<file path="config.mk">
export PLATFORM = sky130hd
export DESIGN_NAME = deploy_ctrl
export DESIGN_NICKNAME = d
export VERILOG_FILES = /design/src/rtl/game_pkg.sv /design/src/rtl/spawn_fifo.sv /design/src/rtl/deploy_ctrl.sv
export SDC_FILE = /design/constraint.sdc
export NUM_CORES = 1
export LEC_CHECK = 0
export ABC_AREA = 0
export BUFFER_PORTS_ARGS = -buffer_cell sky130_fd_sc_hd__buf_2
export CAP_MARGIN = 0
export CORE_MARGIN = 4
export CORE_UTILIZATION = 30
export DETAILED_ROUTE_END_ITERATION = 6
export REMOVE_ABC_BUFFERS = 1
export SLEW_MARGIN = 40
export SYNTH_ARGS = -nofsm -noshare
export SYNTH_HDL_FRONTEND = slang
export SYNTH_HIERARCHICAL = 1
export SYNTH_SLANG_ARGS = --single-unit
</file>
<file path="constraint.sdc">
create_clock -name clk_in -period 7.31 [get_ports clk_in]
set_input_delay 1.0965 -clock clk_in [delete_from_list [all_inputs] [get_ports clk_in]]
set_output_delay 1.0965 -clock clk_in [all_outputs]
set_load 0.02 [all_outputs]
</file>
<file path="src/rtl/game_pkg.sv">
// Shared constants and types for the deploy path: elixir economy, cooldown,
// deploy FSM states and the spawn queue entry.
package game_pkg;

  localparam int unsigned CANVAS_WIDTH_DEF    = 360;
  localparam int unsigned CANVAS_HEIGHT_DEF   = 720;
  localparam int unsigned SPAWN_X_W           = $clog2(CANVAS_WIDTH_DEF);
  localparam int unsigned SPAWN_Y_W           = $clog2(CANVAS_HEIGHT_DEF);

  localparam int unsigned ELIXIR_W            = 4;
  localparam int unsigned ELIXIR_MAX_DEF      = 10;
  localparam int unsigned ELIXIR_START_DEF    = 5;
  localparam int unsigned REGEN_FRAMES_DEF    = 168;
  localparam int unsigned CARD_COST_DEF       = 3;
  localparam int unsigned COOLDOWN_FRAMES_DEF = 30;
  localparam int unsigned SPAWN_FIFO_DEPTH    = 4;

  typedef enum logic {
    READY    = 1'b0,
    COOLDOWN = 1'b1
  } deploy_state_t;

  typedef struct packed {
    logic [SPAWN_X_W-1:0] x;
    logic [SPAWN_Y_W-1:0] y;
  } spawn_t;

endpackage

</file>
<file path="src/rtl/spawn_fifo.sv">
// First-word-fall-through queue of pending spawns; head is driven straight
// from storage so it stays stable while the consumer stalls.
module spawn_fifo
  import game_pkg::*;
#(
  parameter int unsigned DEPTH = SPAWN_FIFO_DEPTH,
  parameter type         T     = spawn_t
) (
  input  logic clk_in,
  input  logic rst_in,
  input  logic push,
  input  T     push_data,
  input  logic pop,
  output logic full,
  output logic valid,
  output T     head
);

  localparam int unsigned PW = $clog2(DEPTH);
  localparam int unsigned CW = PW + 1;

  T              mem [DEPTH];
  logic [PW-1:0] wr_ptr;
  logic [PW-1:0] rd_ptr;
  logic [CW-1:0] cnt;
  logic          do_push;
  logic          do_pop;

  assign full    = (cnt == CW'(DEPTH));
  assign valid   = (cnt != '0);
  assign do_push = push & ~full;
  assign do_pop  = pop & valid;
  assign head    = mem[rd_ptr];

  always_ff @(posedge clk_in or negedge rst_in) begin
    if (!rst_in) begin
      wr_ptr <= '0;
      rd_ptr <= '0;
      cnt    <= '0;
      for (int unsigned i = 0; i < DEPTH; i++) begin
        mem[i] <= '0;
      end
    end else begin
      if (do_push) begin
        mem[wr_ptr] <= push_data;
        wr_ptr      <= wr_ptr + 1'b1;
      end
      if (do_pop) begin
        rd_ptr <= rd_ptr + 1'b1;
      end
      cnt <= cnt + CW'(do_push) - CW'(do_pop);
    end
  end

endmodule

</file>
<file path="src/rtl/deploy_ctrl.sv">
// Turns mouse clicks on the player's half into queued troop spawns, gated by
// elixir, a per-deploy cooldown and queue space.
module deploy_ctrl
  import game_pkg::*;
#(
  parameter int unsigned CANVAS_WIDTH    = CANVAS_WIDTH_DEF,
  parameter int unsigned CANVAS_HEIGHT   = CANVAS_HEIGHT_DEF,
  parameter int unsigned ELIXIR_MAX      = ELIXIR_MAX_DEF,
  parameter int unsigned ELIXIR_START    = ELIXIR_START_DEF,
  parameter int unsigned REGEN_FRAMES    = REGEN_FRAMES_DEF,
  parameter int unsigned CARD_COST       = CARD_COST_DEF,
  parameter int unsigned DEPLOY_Y_MIN    = 360,
  parameter int unsigned COOLDOWN_FRAMES = COOLDOWN_FRAMES_DEF
) (
  input  logic                             clk_in,
  input  logic                             rst_in,
  input  logic                             new_frame,
  input  logic [$clog2(CANVAS_WIDTH)-1:0]  mouse_x,
  input  logic [$clog2(CANVAS_HEIGHT)-1:0] mouse_y,
  input  logic                             click,
  input  logic                             spawn_ready,
  output logic                             spawn_valid,
  output logic [$clog2(CANVAS_WIDTH)-1:0]  spawn_x,
  output logic [$clog2(CANVAS_HEIGHT)-1:0] spawn_y,
  output logic [3:0]                       elixir,
  output logic                             reject
);

  localparam int unsigned RW = $clog2(REGEN_FRAMES);
  localparam int unsigned CW = $clog2(COOLDOWN_FRAMES + 1);

  deploy_state_t state, state_nxt;
  logic          click_q;
  logic          click_rise;
  logic [RW-1:0] regen_cnt, regen_nxt;
  logic [CW-1:0] cd_cnt, cd_nxt;
  logic          gain;
  logic          accept;
  logic          refuse;
  logic          deploy_ok;
  logic          fifo_full;
  spawn_t        push_data;
  spawn_t        head;

  assign click_rise = click & ~click_q;
  assign deploy_ok  = (32'(mouse_y) >= DEPLOY_Y_MIN) && (32'(mouse_x) < CANVAS_WIDTH)
                   && (32'(elixir) >= CARD_COST) && !fifo_full;

  always_comb begin
    state_nxt = state;
    cd_nxt    = cd_cnt;
    accept    = 1'b0;
    refuse    = 1'b0;
    case (state)
      READY: begin
        if (click_rise) begin
          if (deploy_ok) begin
            accept    = 1'b1;
            cd_nxt    = CW'(COOLDOWN_FRAMES);
            state_nxt = COOLDOWN;
          end else begin
            refuse = 1'b1;
          end
        end
      end
      COOLDOWN: begin
        // Counter sits at 0 for one cycle before READY, so exit lags the last frame.
        if (cd_cnt == '0) begin
          state_nxt = READY;
        end else if (new_frame) begin
          cd_nxt = cd_cnt - 1'b1;
        end
      end
      default: state_nxt = READY;
    endcase
  end

  always_comb begin
    gain      = 1'b0;
    regen_nxt = regen_cnt;
    if (32'(elixir) >= ELIXIR_MAX) begin
      regen_nxt = '0;
    end else if (new_frame) begin
      if (32'(regen_cnt) == REGEN_FRAMES - 1) begin
        regen_nxt = '0;
        gain      = 1'b1;
      end else begin
        regen_nxt = regen_cnt + 1'b1;
      end
    end
  end

  always_ff @(posedge clk_in or negedge rst_in) begin
    if (!rst_in) begin
      state     <= READY;
      click_q   <= 1'b1;
      regen_cnt <= '0;
      cd_cnt    <= '0;
      elixir    <= 4'(ELIXIR_START);
      reject    <= 1'b0;
    end else begin
      state     <= state_nxt;
      click_q   <= click;
      regen_cnt <= regen_nxt;
      cd_cnt    <= cd_nxt;
      elixir    <= elixir + 4'(gain) - (accept ? 4'(CARD_COST) : 4'd0);
      reject    <= refuse;
    end
  end

  assign push_data = '{x: mouse_x, y: mouse_y};

  spawn_fifo #(
    .DEPTH (SPAWN_FIFO_DEPTH),
    .T     (spawn_t)
  ) u_spawn_fifo (
    .clk_in    (clk_in),
    .rst_in    (rst_in),
    .push      (accept),
    .push_data (push_data),
    .pop       (spawn_ready),
    .full      (fifo_full),
    .valid     (spawn_valid),
    .head      (head)
  );

  assign spawn_x = head.x;
  assign spawn_y = head.y;

endmodule
</file>
==> results.tsv <==
stage	metric	value	unit
status	outcome	complete, no violations	
yosys	mappedNetlistArea	6960	um2
grt	grt_pass1_vias	5218	
yosys	synth_area_leaders	dfrtp_1 (36%), nand4bb_1 (12%), a21bo_2 (11%), o211ai_1 (7.4%), mux4_2 (6.2%)	
cts	clockBufferDepth	2	
cts	clkTransAtPathRegs	70	ps
worst_hold_path	hold_start	regen_cnt[0]	
pwr	power_frac_clock	16.9	%
grt	antenna_found_initial	4	
yosys	yosysTopAreaCellShare	36.0	%
cts	cts.repair.resized	0	
yosys	synth_top_cell_by_area	dfrtp_1	
yosys	synth-main-ff-cell	dfrtp_1	
sta	tns	0	ps
setup_path	r2r_end	u_spawn_fifo/cnt[2]	
pwr	p_leak	2.65	nW
cts	root_buffer	clkbuf_16	
setup_path	r2r_slack	3890	ps
floorplan	initial_core_util	30.6	%
finish	mostFrequentLayoutCell	dfrtp_1	
pwr	power_density	396	nW/um2
finish	stdcell_count	912	
finish	fin_area	7550	um2
detailed_routing	drtPass1Iterations	4	
finish	nets	665	
setup_path	crit_path_end_kind	register	
sta	fin_crit	3590	ps
pwr	p_sw_share	41.4	%
finish	drive_gt1_share	30.3	%
yosys	synth_seq_area_share	37.1	%
job	cap_violations	0	
setup_path	critical_path_arrival	3810	ps
sta	timing.final.crit_share	49.1	%
setup_path	path_class	input pin to register	
finish	syn_to_final_growth	8.51	%
cts	clk-insertion-delay-late	360	ps
finish	n_antenna_cell	0	
floorplan	rows	55	
sta	relSlewSlack	48.3	%
finish	postLayoutCoreUtil	33.2	%
detailed_routing	drtIter0Drc	453	
pwr	switching_power	1.24	mW
cts	htreeDepth	3	
yosys	ys_warn_count	6	
sta	rsz0062_at_grt	no	
placed_design	place_congestion	0.737	
cts	post-cts-setup-buffers	0	
placed_design	place_area	7240	um2
grt	grt_first_pass_wirelength	30000	um
setup_path	cp-start-kind	input pin	
yosys	ys_types	47	
placed_design	dp.cells	896	
floorplan	core_area	22700	um2
sta	fmax	0.279	GHz
yosys	ys_ff_latch	103	
sta	maxSlewViolCount	0	
detailed_routing	detail_route.wl_per_cell	19.7	um
pwr	p_seq_share	32.4	%
finish	layout_common_cells	dfrtp_1 (95), nand3_1 (80), nand4bb_1 (77)	
detailed_routing	vias_per_cell	5.53	
sta	whs	519	ps
sta	finalSetupViolations	0	
yosys	synth_edf_count	0	
cts	cts.sinks	103	
setup_path	cp.required	7530	ps
sta	setup_slack	3720	ps
placed_design	place_worst_setup_slack	3340	ps
cts	cts_tree	done	
grt	globalRouteOverflowTotal	0	
setup_path	r2r_cells	13	
yosys	syn_inst	629	
detailed_routing	drt-total-wl	17900	um
setup_path	worstPathMaxFanout	56	
detailed_routing	drcViolationCount	0	
cts	cts_hold_buf	0	
floorplan	die_x	160	um
placed_design	hpwl	10200	um
sta	hold_violations	0	
worst_hold_path	hp-class	register to register	
grt	grt_start_max_net_pins	104	
pwr	power_frac_comb	50.7	%
sta	finClkSkew	9.66	ps
floorplan	num_io_pins	49	
yosys	avgSynthCellArea	11.1	um2
detailed_routing	vias	5041	
pwr	p_total	2.99	mW
yosys	ys_async_sr_fraction	100	%
pwr	ir_drop	0.212	mV
worst_hold_path	hold_end	regen_cnt[0]	
floorplan	die_height	160	um
placed_design	numPortBuffers	48	
cts	cts_buffers	9	
sta	tightest_slew	775	ps
pwr	intPower	1.75	mW
floorplan	dieArea	25700	um2
detailed_routing	antenna_left	0	
grt	grtUsageTotal	14.1	%
worst_hold_path	hold_depth	1	
setup_path	r2r-start	elixir[2]	
[layer usage]
metal,part of all wire [%],vias up,wire length [um],global-route usage (%)
met5,0.30,-,53,0
met4,0.51,8,91,1.96
li1,-,2409,-,-
met3,5.1,12,918,4.18
met2,45,109,8130,20.8
met1,49,2503,8760,21.1
[power groups by stage]
stage,combinational [mW],sequential [mW],clock (mW)
2_1_floorplan,0.985,1.03,0
3_3_place_gp,1.50,0.974,0
3_5_place_dp,1.52,0.979,0
4_1_cts,1.53,0.970,0.522
5_1_grt,1.66,1.00,0.543
6_report,1.52,0.970,0.504
[cell usage after synthesis, types with 12 or more instances]
cell type and n:
a21bo_2 76, buf_2 20, buf_6 12, clkbuf_1 37, dfrtp_1 100, ha_1 17
inv_1 15, mux4_2 19, nand2_1 13, nand3_1 80, nand4bb_1 77, o211ai_1 69
[registers in the layout, summed over array words and instances, names as in the netlist]
| name | count |
|---|---|
| regen_cnt | 8 |
| u_spawn_fifo/cnt | 3 |
| click_q | 1 |
| cd_cnt | 5 |
| u_spawn_fifo/wr_ptr | 2 |
| state | 1 |
| reject | 1 |
| elixir | 4 |
| u_spawn_fifo/mem | 76 |
| u_spawn_fifo/rd_ptr | 2 |
[worst max path at each step]
stage	start	endpoint	slack (ps)
5_1_grt	mouse_x[4]	u_spawn_fifo/cnt[2]	3550
3_3_place_gp	mouse_x[4]	u_spawn_fifo/cnt[2]	3390
2_1_floorplan	u_spawn_fifo/cnt[2]	u_spawn_fifo/cnt[2]	480
4_1_cts	mouse_x[4]	u_spawn_fifo/cnt[2]	3730
3_5_place_dp	mouse_x[4]	u_spawn_fifo/cnt[2]	3340
6_report	mouse_x[4]	u_spawn_fifo/cnt[2]	3720
[area by class of cell]
type | count | area [um2]
clock buffers | 13 | 260
repair buffers | 59 | 340
clock inverters | 3 | 42.5
well taps | 285 | 357
fillers | 2283 | 15200
flip-flops and latches | 103 | 2590
inverters | 16 | 62.6
multi-input cells | 433 | 3900
[worst max-delay path: stages]
cell,delay (ps)
buf_2,130
o2111ai_1,260
nand3_1,130
a211o_1,380
inv_4,460
nand2b_1,120
ha_1,290
inv_1,40
ha_1,180
fa_1,380
xor2_1,160
xnor2_1,160
[cells by family after synthesis]
group,share of synthesized area [%]
compound gates,23.2
mux,6.29
fa+ha+maj,3.63
buf+inv,6.94
xor+xnor,1.01
simple gates,21.8
flops,37.1
Power figures use the tool's default switching activity.
